[src/rtl/zx48_pkg.sv]
// Shared ZX Spectrum 48K constants: tape pulse lengths (in 3.5 MHz T-state ticks),
// pilot pulse counts, pause length and the tape player state enumeration.
package zx48_pkg;

    typedef enum logic [2:0] {
        IDLE,
        PILOT,
        SYNC1,
        SYNC2,
        DATA,
        PAUSE
    } tapState_t;

    localparam int PULSE_W   = 11;
    localparam int PILOT_LEN = 2168;
    localparam int SYNC1_LEN = 667;
    localparam int SYNC2_LEN = 735;
    localparam int BIT0_LEN  = 855;
    localparam int BIT1_LEN  = 1710;

    localparam int PILOT_W      = 13;
    localparam int PILOT_HEADER = 8063;
    localparam int PILOT_DATA   = 3223;

    localparam int PAUSE_W   = 22;
    localparam int PAUSE_LEN = 3500000;

endpackage

[src/rtl/tap_pulse.sv]
// Loadable down-counter advanced on ce && play; done flags a gated tick while the
// count is zero, i.e. the last tick of the current interval.
module tap_pulse #(
    parameter int W = 11
) (
    input  logic         clock,
    input  logic         reset,
    input  logic         ce,
    input  logic         play,
    input  logic         load,
    input  logic [W-1:0] value,
    output logic         done
);

    logic [W-1:0] countReg;

    always_ff @(posedge clock or negedge reset) begin
        if (!reset) begin
            countReg <= '0;
        end else if (load) begin
            countReg <= value;
        end else if (ce && play && (countReg != '0)) begin
            countReg <= countReg - W'(1);
        end
    end

    assign done = ce && play && (countReg == '0);

endmodule

[src/rtl/tap_player.sv]
// Streams TAP block bytes as ZX Spectrum ear pulses (pilot, sync, MSB-first data).
// Define TAP_PLAYER_PAUSE_EN to hold a 1 s silent gap after each block.
module tap_player
    import zx48_pkg::*;
#(
    parameter int PILOT_TICKS        = PILOT_LEN,
    parameter int SYNC1_TICKS        = SYNC1_LEN,
    parameter int SYNC2_TICKS        = SYNC2_LEN,
    parameter int BIT0_TICKS         = BIT0_LEN,
    parameter int BIT1_TICKS         = BIT1_LEN,
    parameter int PILOT_HDR_PULSES   = PILOT_HEADER,
    parameter int PILOT_DATA_PULSES  = PILOT_DATA
`ifdef TAP_PLAYER_PAUSE_EN
    ,
    parameter int PAUSE_TICKS        = PAUSE_LEN
`endif
) (
    input  logic       clock,
    input  logic       reset,
    input  logic       ce,
    input  logic       play,
    input  logic [7:0] sData,
    input  logic       sValid,
    input  logic       sLast,
    output logic       sReady,
    output logic       ear,
    output logic       busy
);

    tapState_t            stateReg, stateNext;
    logic                 earReg, earNext;
    logic [7:0]           shiftReg, shiftNext;
    logic                 lastReg, lastNext;
    logic [2:0]           bitReg, bitNext;
    logic                 halfReg, halfNext;
    logic                 needByteReg, needByteNext;
    logic [PILOT_W-1:0]   pilotReg, pilotNext;
    logic                 accept;
    logic                 pulseLoad;
    logic [PULSE_W-1:0]   pulseValue;
    logic                 pulseDone;
`ifdef TAP_PLAYER_PAUSE_EN
    logic                 pauseLoad;
    logic                 pauseDone;
`endif

    function automatic logic [PULSE_W-1:0] bitLen(input logic one);
        return one ? PULSE_W'(BIT1_TICKS - 1) : PULSE_W'(BIT0_TICKS - 1);
    endfunction

    tap_pulse #(.W(PULSE_W)) pulseCounter (
        .clock (clock),
        .reset (reset),
        .ce    (ce),
        .play  (play),
        .load  (pulseLoad),
        .value (pulseValue),
        .done  (pulseDone)
    );

`ifdef TAP_PLAYER_PAUSE_EN
    tap_pulse #(.W(PAUSE_W)) pauseCounter (
        .clock (clock),
        .reset (reset),
        .ce    (ce),
        .play  (play),
        .load  (pauseLoad),
        .value (PAUSE_W'(PAUSE_TICKS - 1)),
        .done  (pauseDone)
    );
`endif

    always_comb begin
        stateNext    = stateReg;
        earNext      = earReg;
        shiftNext    = shiftReg;
        lastNext     = lastReg;
        bitNext      = bitReg;
        halfNext     = halfReg;
        needByteNext = needByteReg;
        pilotNext    = pilotReg;
        accept       = 1'b0;
        pulseLoad    = 1'b0;
        pulseValue   = '0;
`ifdef TAP_PLAYER_PAUSE_EN
        pauseLoad    = 1'b0;
`endif
        case (stateReg)
            IDLE: begin
                if (play && sValid) begin
                    accept     = 1'b1;
                    earNext    = ~earReg;
                    pulseLoad  = 1'b1;
                    pulseValue = PULSE_W'(PILOT_TICKS - 1);
                    pilotNext  = sData[7] ? PILOT_W'(PILOT_DATA_PULSES - 1)
                                          : PILOT_W'(PILOT_HDR_PULSES - 1);
                    stateNext  = PILOT;
                end
            end
            PILOT: begin
                if (pulseDone) begin
                    earNext   = ~earReg;
                    pulseLoad = 1'b1;
                    if (pilotReg == '0) begin
                        pulseValue = PULSE_W'(SYNC1_TICKS - 1);
                        stateNext  = SYNC1;
                    end else begin
                        pulseValue = PULSE_W'(PILOT_TICKS - 1);
                        pilotNext  = pilotReg - PILOT_W'(1);
                    end
                end
            end
            SYNC1: begin
                if (pulseDone) begin
                    earNext    = ~earReg;
                    pulseLoad  = 1'b1;
                    pulseValue = PULSE_W'(SYNC2_TICKS - 1);
                    stateNext  = SYNC2;
                end
            end
            SYNC2: begin
                if (pulseDone) begin
                    earNext    = ~earReg;
                    pulseLoad  = 1'b1;
                    pulseValue = bitLen(shiftReg[7]);
                    bitNext    = '0;
                    halfNext   = 1'b0;
                    stateNext  = DATA;
                end
            end
            DATA: begin
                // During an underrun the pulse counter sits at zero; only the handshake matters.
                if (needByteReg) begin
                    if (play && sValid) begin
                        accept = 1'b1;
                    end
                end else if (pulseDone) begin
                    if (!halfReg) begin
                        halfNext   = 1'b1;
                        earNext    = ~earReg;
                        pulseLoad  = 1'b1;
                        pulseValue = bitLen(shiftReg[7]);
                    end else if (bitReg != 3'd7) begin
                        bitNext    = bitReg + 3'd1;
                        shiftNext  = {shiftReg[6:0], 1'b0};
                        halfNext   = 1'b0;
                        earNext    = ~earReg;
                        pulseLoad  = 1'b1;
                        pulseValue = bitLen(shiftReg[6]);
                    end else if (lastReg) begin
                        earNext   = 1'b0;
                        stateNext = PAUSE;
`ifdef TAP_PLAYER_PAUSE_EN
                        pauseLoad = 1'b1;
`endif
                    end else if (sValid) begin
                        accept = 1'b1;
                    end else begin
                        needByteNext = 1'b1;
                    end
                end
            end
            PAUSE: begin
`ifdef TAP_PLAYER_PAUSE_EN
                if (pauseDone) begin
                    stateNext = IDLE;
                end
`else
                if (play) begin
                    stateNext = IDLE;
                end
`endif
            end
            default: stateNext = IDLE;
        endcase

        // A byte fetched mid-block starts its first bit pulse in the same cycle.
        if (accept && (stateReg == DATA)) begin
            earNext      = ~earReg;
            pulseLoad    = 1'b1;
            pulseValue   = bitLen(sData[7]);
            bitNext      = '0;
            halfNext     = 1'b0;
            needByteNext = 1'b0;
        end
        if (accept) begin
            shiftNext = sData;
            lastNext  = sLast;
        end
    end

    always_ff @(posedge clock or negedge reset) begin
        if (!reset) begin
            stateReg    <= IDLE;
            earReg      <= 1'b0;
            shiftReg    <= '0;
            lastReg     <= 1'b0;
            bitReg      <= '0;
            halfReg     <= 1'b0;
            needByteReg <= 1'b0;
            pilotReg    <= '0;
        end else begin
            stateReg    <= stateNext;
            earReg      <= earNext;
            shiftReg    <= shiftNext;
            lastReg     <= lastNext;
            bitReg      <= bitNext;
            halfReg     <= halfNext;
            needByteReg <= needByteNext;
            pilotReg    <= pilotNext;
        end
    end

    assign sReady = accept && reset;
    assign ear    = earReg;
    assign busy   = (stateReg != IDLE);

endmodule

[config.mk]
export PLATFORM = sky130hd
export DESIGN_NAME = tap_player
export DESIGN_NICKNAME = d
export VERILOG_FILES = /design/src/rtl/zx48_pkg.sv /design/src/rtl/tap_pulse.sv /design/src/rtl/tap_player.sv
export SDC_FILE = /design/constraint.sdc
export NUM_CORES = 1
export LEC_CHECK = 0
export CAP_MARGIN = 20
export CORE_MARGIN = 2
export CORE_UTILIZATION = 59
export CTS_BUF_LIST = sky130_fd_sc_hd__clkbuf_16
export DETAILED_ROUTE_END_ITERATION = 8
export PLACE_DENSITY = 0.75
export SYNTH_ARGS = -nofsm -noshare
export SYNTH_HDL_FRONTEND = slang
export SYNTH_SLANG_ARGS = --single-unit
[constraint.sdc]
create_clock -name clock -period 3.55 [get_ports clock]
set_input_delay 0.8875 -clock clock [delete_from_list [all_inputs] [get_ports clock]]
set_output_delay 0.8875 -clock clock [all_outputs]
set_load 0.005 [all_outputs]
Yosys cells after proc, flatten, opt, wreduce, memory -nomap -nowiden
Index checks and enable logic that the tools add are counted.
{"block": "classes", "bitwise_logic": 1, "add_sub_neg": 3, "eq_ne": 27, "n_reduce_logical": 27, "n_mux": 85}
{"operator": "11-bit 2-to-1 mux", "n": 11}
{"operator": "11-bit one-hot mux with 5 select lines", "n": 1}
{"operator": "13-bit 2-to-1 mux", "n": 4}
{"operator": "3-bit 2-to-1 mux", "n": 17}
{"operator": "8-bit 2-to-1 mux", "n": 6}
{"operator": "1-bit 2-to-1 mux", "n": 35}
{"operator": "10-bit 2-to-1 mux", "n": 3}
{"operator": "13-bit one-hot mux with 2 select lines", "n": 1}
{"operator": "3-bit one-hot mux with 6 select lines", "n": 1}
{"operator": "2-bit inequality test (second input constant)", "n": 8}
{"operator": "2-bit nonzero test", "n": 7}
{"operator": "13-bit zero test", "n": 1}
{"operator": "13-bit by 1-bit subtractor with 13-bit output (second input constant)", "n": 1}
{"operator": "3-bit by 2-bit inequality test with 1-bit output (second input constant)", "n": 4}
{"operator": "6-bit AND reduction", "n": 2}
{"operator": "11-bit zero test", "n": 1}
{"operator": "11-bit AND reduction", "n": 1}
{"operator": "11-bit nonzero test", "n": 1}
{"operator": "11-bit by 1-bit subtractor with 11-bit output (second input constant)", "n": 1}
{"operator": "2-bit by 1-bit inequality test with 1-bit output (second input constant)", "n": 5}
{"operator": "4-bit AND reduction", "n": 2}
{"operator": "7-bit 2-to-1 mux", "n": 1}
{"operator": "3-bit by 2-bit equality test with 1-bit output (second input constant)", "n": 2}
{"operator": "3-bit equality test (second input constant)", "n": 2}
{"operator": "15 further kinds", "n": 25}
{"block": "totals", "register_bits": 42, "out_inout_bits": 3, "input_bits": 14, "word_cells": 152}

Longest topological paths before layout
{"block": "logic_depth", "word_depth": 10, "ltp_mapped": 11, "mapped_depth_nobuf": 8}

Modules after synthesis
Synthesis repeated with hierarchy kept, for this count alone.
{"block": "hier_totals", "hier_cells": 299, "area_unflattened_um2": 2678.8}
{"mod": "tap_player", "n_inst": 1, "cells_each": 221, "seq_area_each_um2": 775.7, "area_each_um2": 1968.1}
{"mod": "tap_pulse", "n_inst": 1, "cells_each": 78, "seq_area_each_um2": 275.3, "area_each_um2": 710.7}

Worst setup path after synthesis
No wires, ideal clock.
{"block": "synth_timing", "path_kind": "input -> output", "from": "in play", "to": "out sReady", "n_path_buf": 3, "stages": 8, "arrival_time_ns": 2.363, "required_time_ns": 2.663, "path_slack_ns": 0.300, "cell_sequence": "clkbuf_1 and2_1 nand4_2 o41ai_1 and3_1 buf_2 buf_6 and2_1"}
{"block": "synth_via", "elab_chain_len": 6, "elab_cells_between_ends": 8, "classes_between": "mux: 4; reduce/logical: 4"}
{"item": "from (decl)", "line_no": "tap_player.sv:21", "source": "input logic play,"}
{"item": "1-bit logical AND (2 in series)", "line_no": "tap_pulse.sv:27", "source": "assign done = ce && play && (countReg == '0);"}
{"item": "1-bit 2-to-1 mux", "line_no": "tap_player.sv:137", "source": "end else if (pulseDone) begin"}
{"item": "1-bit 2-to-1 mux", "line_no": "tap_player.sv:133", "source": "if (needByteReg) begin"}
{"item": "1-bit one-hot mux with 2 select lines (*)", "line_no": "tap_player.sv:88", "source": "case (stateReg)"}
{"item": "1-bit logical AND (*)", "line_no": "tap_player.sv:214", "source": "assign sReady = accept && reset;"}
{"item": "to (decl)", "line_no": "tap_player.sv:25", "source": "output logic sReady,"}
Mark *: on every way between the ends. The rest lies on a longest branch, timed or not.

Final worst setup path
{"block": "layout_timing", "from": "in ce", "to": "out sReady"}
{"block": "layout_via", "elab_chain_len": 6}
{"item": "from (decl)", "line_no": "tap_player.sv:20", "source": "input logic ce,"}
{"item": "1-bit logical AND (2 in series)", "line_no": "tap_pulse.sv:27"}
{"item": "1-bit 2-to-1 mux", "line_no": "tap_player.sv:137"}
{"item": "1-bit 2-to-1 mux", "line_no": "tap_player.sv:133"}
{"item": "1-bit one-hot mux with 2 select lines", "line_no": "tap_player.sv:88"}
{"item": "1-bit logical AND", "line_no": "tap_player.sv:214"}
Every way passes these cells.

==> flow_metrics.tcl <==
set metrics [dict create \
    status "finished, final reports clean" \
    cp.arrival_ns 2.48 \
    synth_top_area_share 0.3896 \
    p_total_mw 1.634 \
    vias 2330 \
    p_per_area_nw_per_um2 532.7 \
    rr_worst_depth 8 \
    fin_skew_ns 0.006738 \
    dp_slack_ns -0.1870 \
    hold_slack_ns 0.4794 \
    grt-ovfl-total 0 \
    clock-sinks 42 \
    syn_area_sq_um 2698 \
    rsz0062_at_grt "no" \
    root_buffer "clkbuf_16" \
    grt_pass1_wl_mm 10.45 \
    die_width_um 71.62 \
    placed_cells 364 \
    synth_warnings 0 \
    diodes 0 \
    dp_hpwl_mm 4.118 \
    synth.most_common_cell "dfrtp_1" \
    route.detailed.drc 0 \
    gp_congestion 0.8439 \
    maxCapViolations 0 \
    cp-start-kind "input pin" \
    hold_path_class "flip-flop to flip-flop" \
    fmax_ghz 0.2968 \
    synth_largest_area_cell "dfrtp_1" \
    port_buffers 16 \
    worstPathRequired_ns 2.66 \
    drive_above_1_share 0.1406 \
    ys_types 65 \
    worst_pin_slew_ns 0.6077 \
    cts_buffers 5 \
    wl_per_cell_um 16.35 \
    final_cells 372 \
    post-route-min-period_ns 3.369 \
    wl_mm 6.081 \
    die_h_um 71.62 \
    clock_path_buffers 2 \
    regToRegSetupSlack_ns 0.98 \
    netlist_top_cells_count "42 x dfrtp_1, 28 x nand2_1, 28 x nor2_1" \
    synth_flop_cell "dfrtp_1" \
    slew_headroom 0.5934 \
    syn_avg_cell_area_sq_um 9.022 \
    htree_levels 2 \
    synth_edf_count 0 \
    synth_area_leaders "dfrtp_1 39%, a21oi_1 3.9%, nand2_1 3.9%" \
    p_leak_nw 1.295 \
    dpl_cell_area_sq_um 2890 \
    nets 338 \
    synth_nets 318 \
    clk_pin_slew_ns 0.06 \
    holdBufCountCts 0 \
    io_pins 17 \
    syn_to_final_growth_pct 13.73 \
    grt_max_degree 43 \
    detail_route.first_pass.iterations 4 \
    yosysSeqAreaShare 0.3896 \
    track_usage 0.2590 \
    post-route-period-util 0.9489 \
    drtIter0Drc 203 \
    slew_violations 0 \
    synth-async-reset-ratio 1.000 \
    ys_seq_elements 42 \
    clock_latency_ns 0.28 \
    fin_area_sq_um 3068 \
    antenna_found_initial 0 \
    crit_type "input pin to output port" \
    fillCellCount 343 \
    grt_pass1_vias 2235 \
    crit_fanout 2 \
    layout_setup_ws_ns 0.1813 \
    ant_nets 0 \
    syn_inst 299 \
    initial_core_util 0.6153 \
    worst_ir_drop_vdd_mv 0.3150 \
    die_area_sq_um 5129 \
    hold_violations 0 \
    critPathCaptureType "output port" \
    holdPathStages 1 \
    viasPerCell 6.263 \
    cts_tree "yes" \
    setup_viol 0 \
    core_sq_um 4384 \
    rows 24 \
]
-- stage by stage --
stage / utilization / TNS, ns
5_1_grt: 0.6998 / 0
6_report: 0.6998 / 0
4_1_cts: 0.6998 / 0
3_3_place_gp: 0.6592 / -0.1644
3_5_place_dp: 0.6592 / -0.1870
2_1_floorplan: - / 0
-- final timing paths --
kind / start / endpoint
hold / removal: shiftReg[5] / shiftReg[5]
min in group asynchronous: reset / shiftReg[3]
setup / recovery: ce / sReady
max in group asynchronous: reset / pulseCounter.countReg[4]
setup reg to reg: pulseCounter.countReg[0] / pulseCounter.countReg[7]
hold reg to reg: shiftReg[5] / shiftReg[5]
-- power breakdown --
| part | total, mW | switching [mW] | internal, mW |
|---|---|---|---|
| sequential | 0.757 | 0.153 | 0.604 |
| combinational | 0.356 | 0.175 | 0.181 |
| clock | 0.521 | 0.188 | 0.333 |
| total | 1.63 | 0.516 | 1.12 |
-- worst max-delay path, stage by stage --
cell             delay (ns)
clkdlybuf4s50_1        0.48
and2_4                 0.15
nand4_2                0.11
o41ai_2                0.23
and3_1                 0.25
and2_1                 0.14
dlygate4sd2_1          0.23
-- per-layer routing --
layer  up-vias  wire (um)  global-route usage
met3         8        258             0.05767
met2        69       2902              0.4002
met5         -          0                   0
met4         0         70             0.09015
met1      1108       2850              0.3617
li1       1145          -                   -
-- flip-flops by register name, indices dropped and copies added, names as in the netlist --
register / count
pulseCounter.countReg: 11
bitReg: 3
shiftReg: 8
stateReg: 3
lastReg: 1
ear: 1
halfReg: 1
pilotReg: 13
needByteReg: 1
-- repair_timing --
action                                  CTS  global route
buffers inserted                          0             0
resized for setup                         3             0
endpoints found under the setup margin    1             0
-- cell type report --
type | count | area (sq um) | share of cell area
clock buffer | 5 | 125.1 | 0.04078
clock inverter | 3 | 43.79 | 0.01427
inverter | 15 | 56.30 | 0.01835
multi-input combinational | 229 | 1498 | 0.4882
sequential | 42 | 1051 | 0.3426
tap | 52 | 65.06 | 0.02121
timing repair buffer | 26 | 229.0 | 0.07463
-- placed cells by master, fill, tap and decap left out, drive strengths merged, types with 2 or more instances in the layout --
cell type,synthesis,layout
a211oi,4,4
a21o,5,5
a21oi,21,21
a22o,8,8
a31o,3,3
a31oi,8,8
a41oi,3,3
and2,6,6
and3,2,2
buf,9,11
clkbuf,4,5
clkdlybuf4s50,0,14
dfrtp,42,42
ha,5,5
inv,15,16
mux2,3,3
mux2i,2,2
nand2,29,29
nand3,8,8
nand3b,2,2
nand4,5,5
nor2,28,28
nor2b,3,3
nor3,7,7
nor3b,3,3
nor4,5,5
nor4b,2,2
o21a,2,2
o21ai,21,21
o22a,4,4
o22ai,2,2
o31ai,4,4
or3,5,5
or4,3,3
or4b,3,3
xnor2,2,2
xor2,7,7
-- cell families after synthesis --
kind of cell,synth area share
AO/OA/AOI/OAI,0.2245
buffers and inverters,0.05890
adder cells (fa/ha/maj),0.02690
multiplexers,0.01994
flip-flops,0.3896
AND/OR/NAND/NOR,0.2509
XOR/XNOR,0.02922
Note: power is estimated with default switching activity, not from simulation.
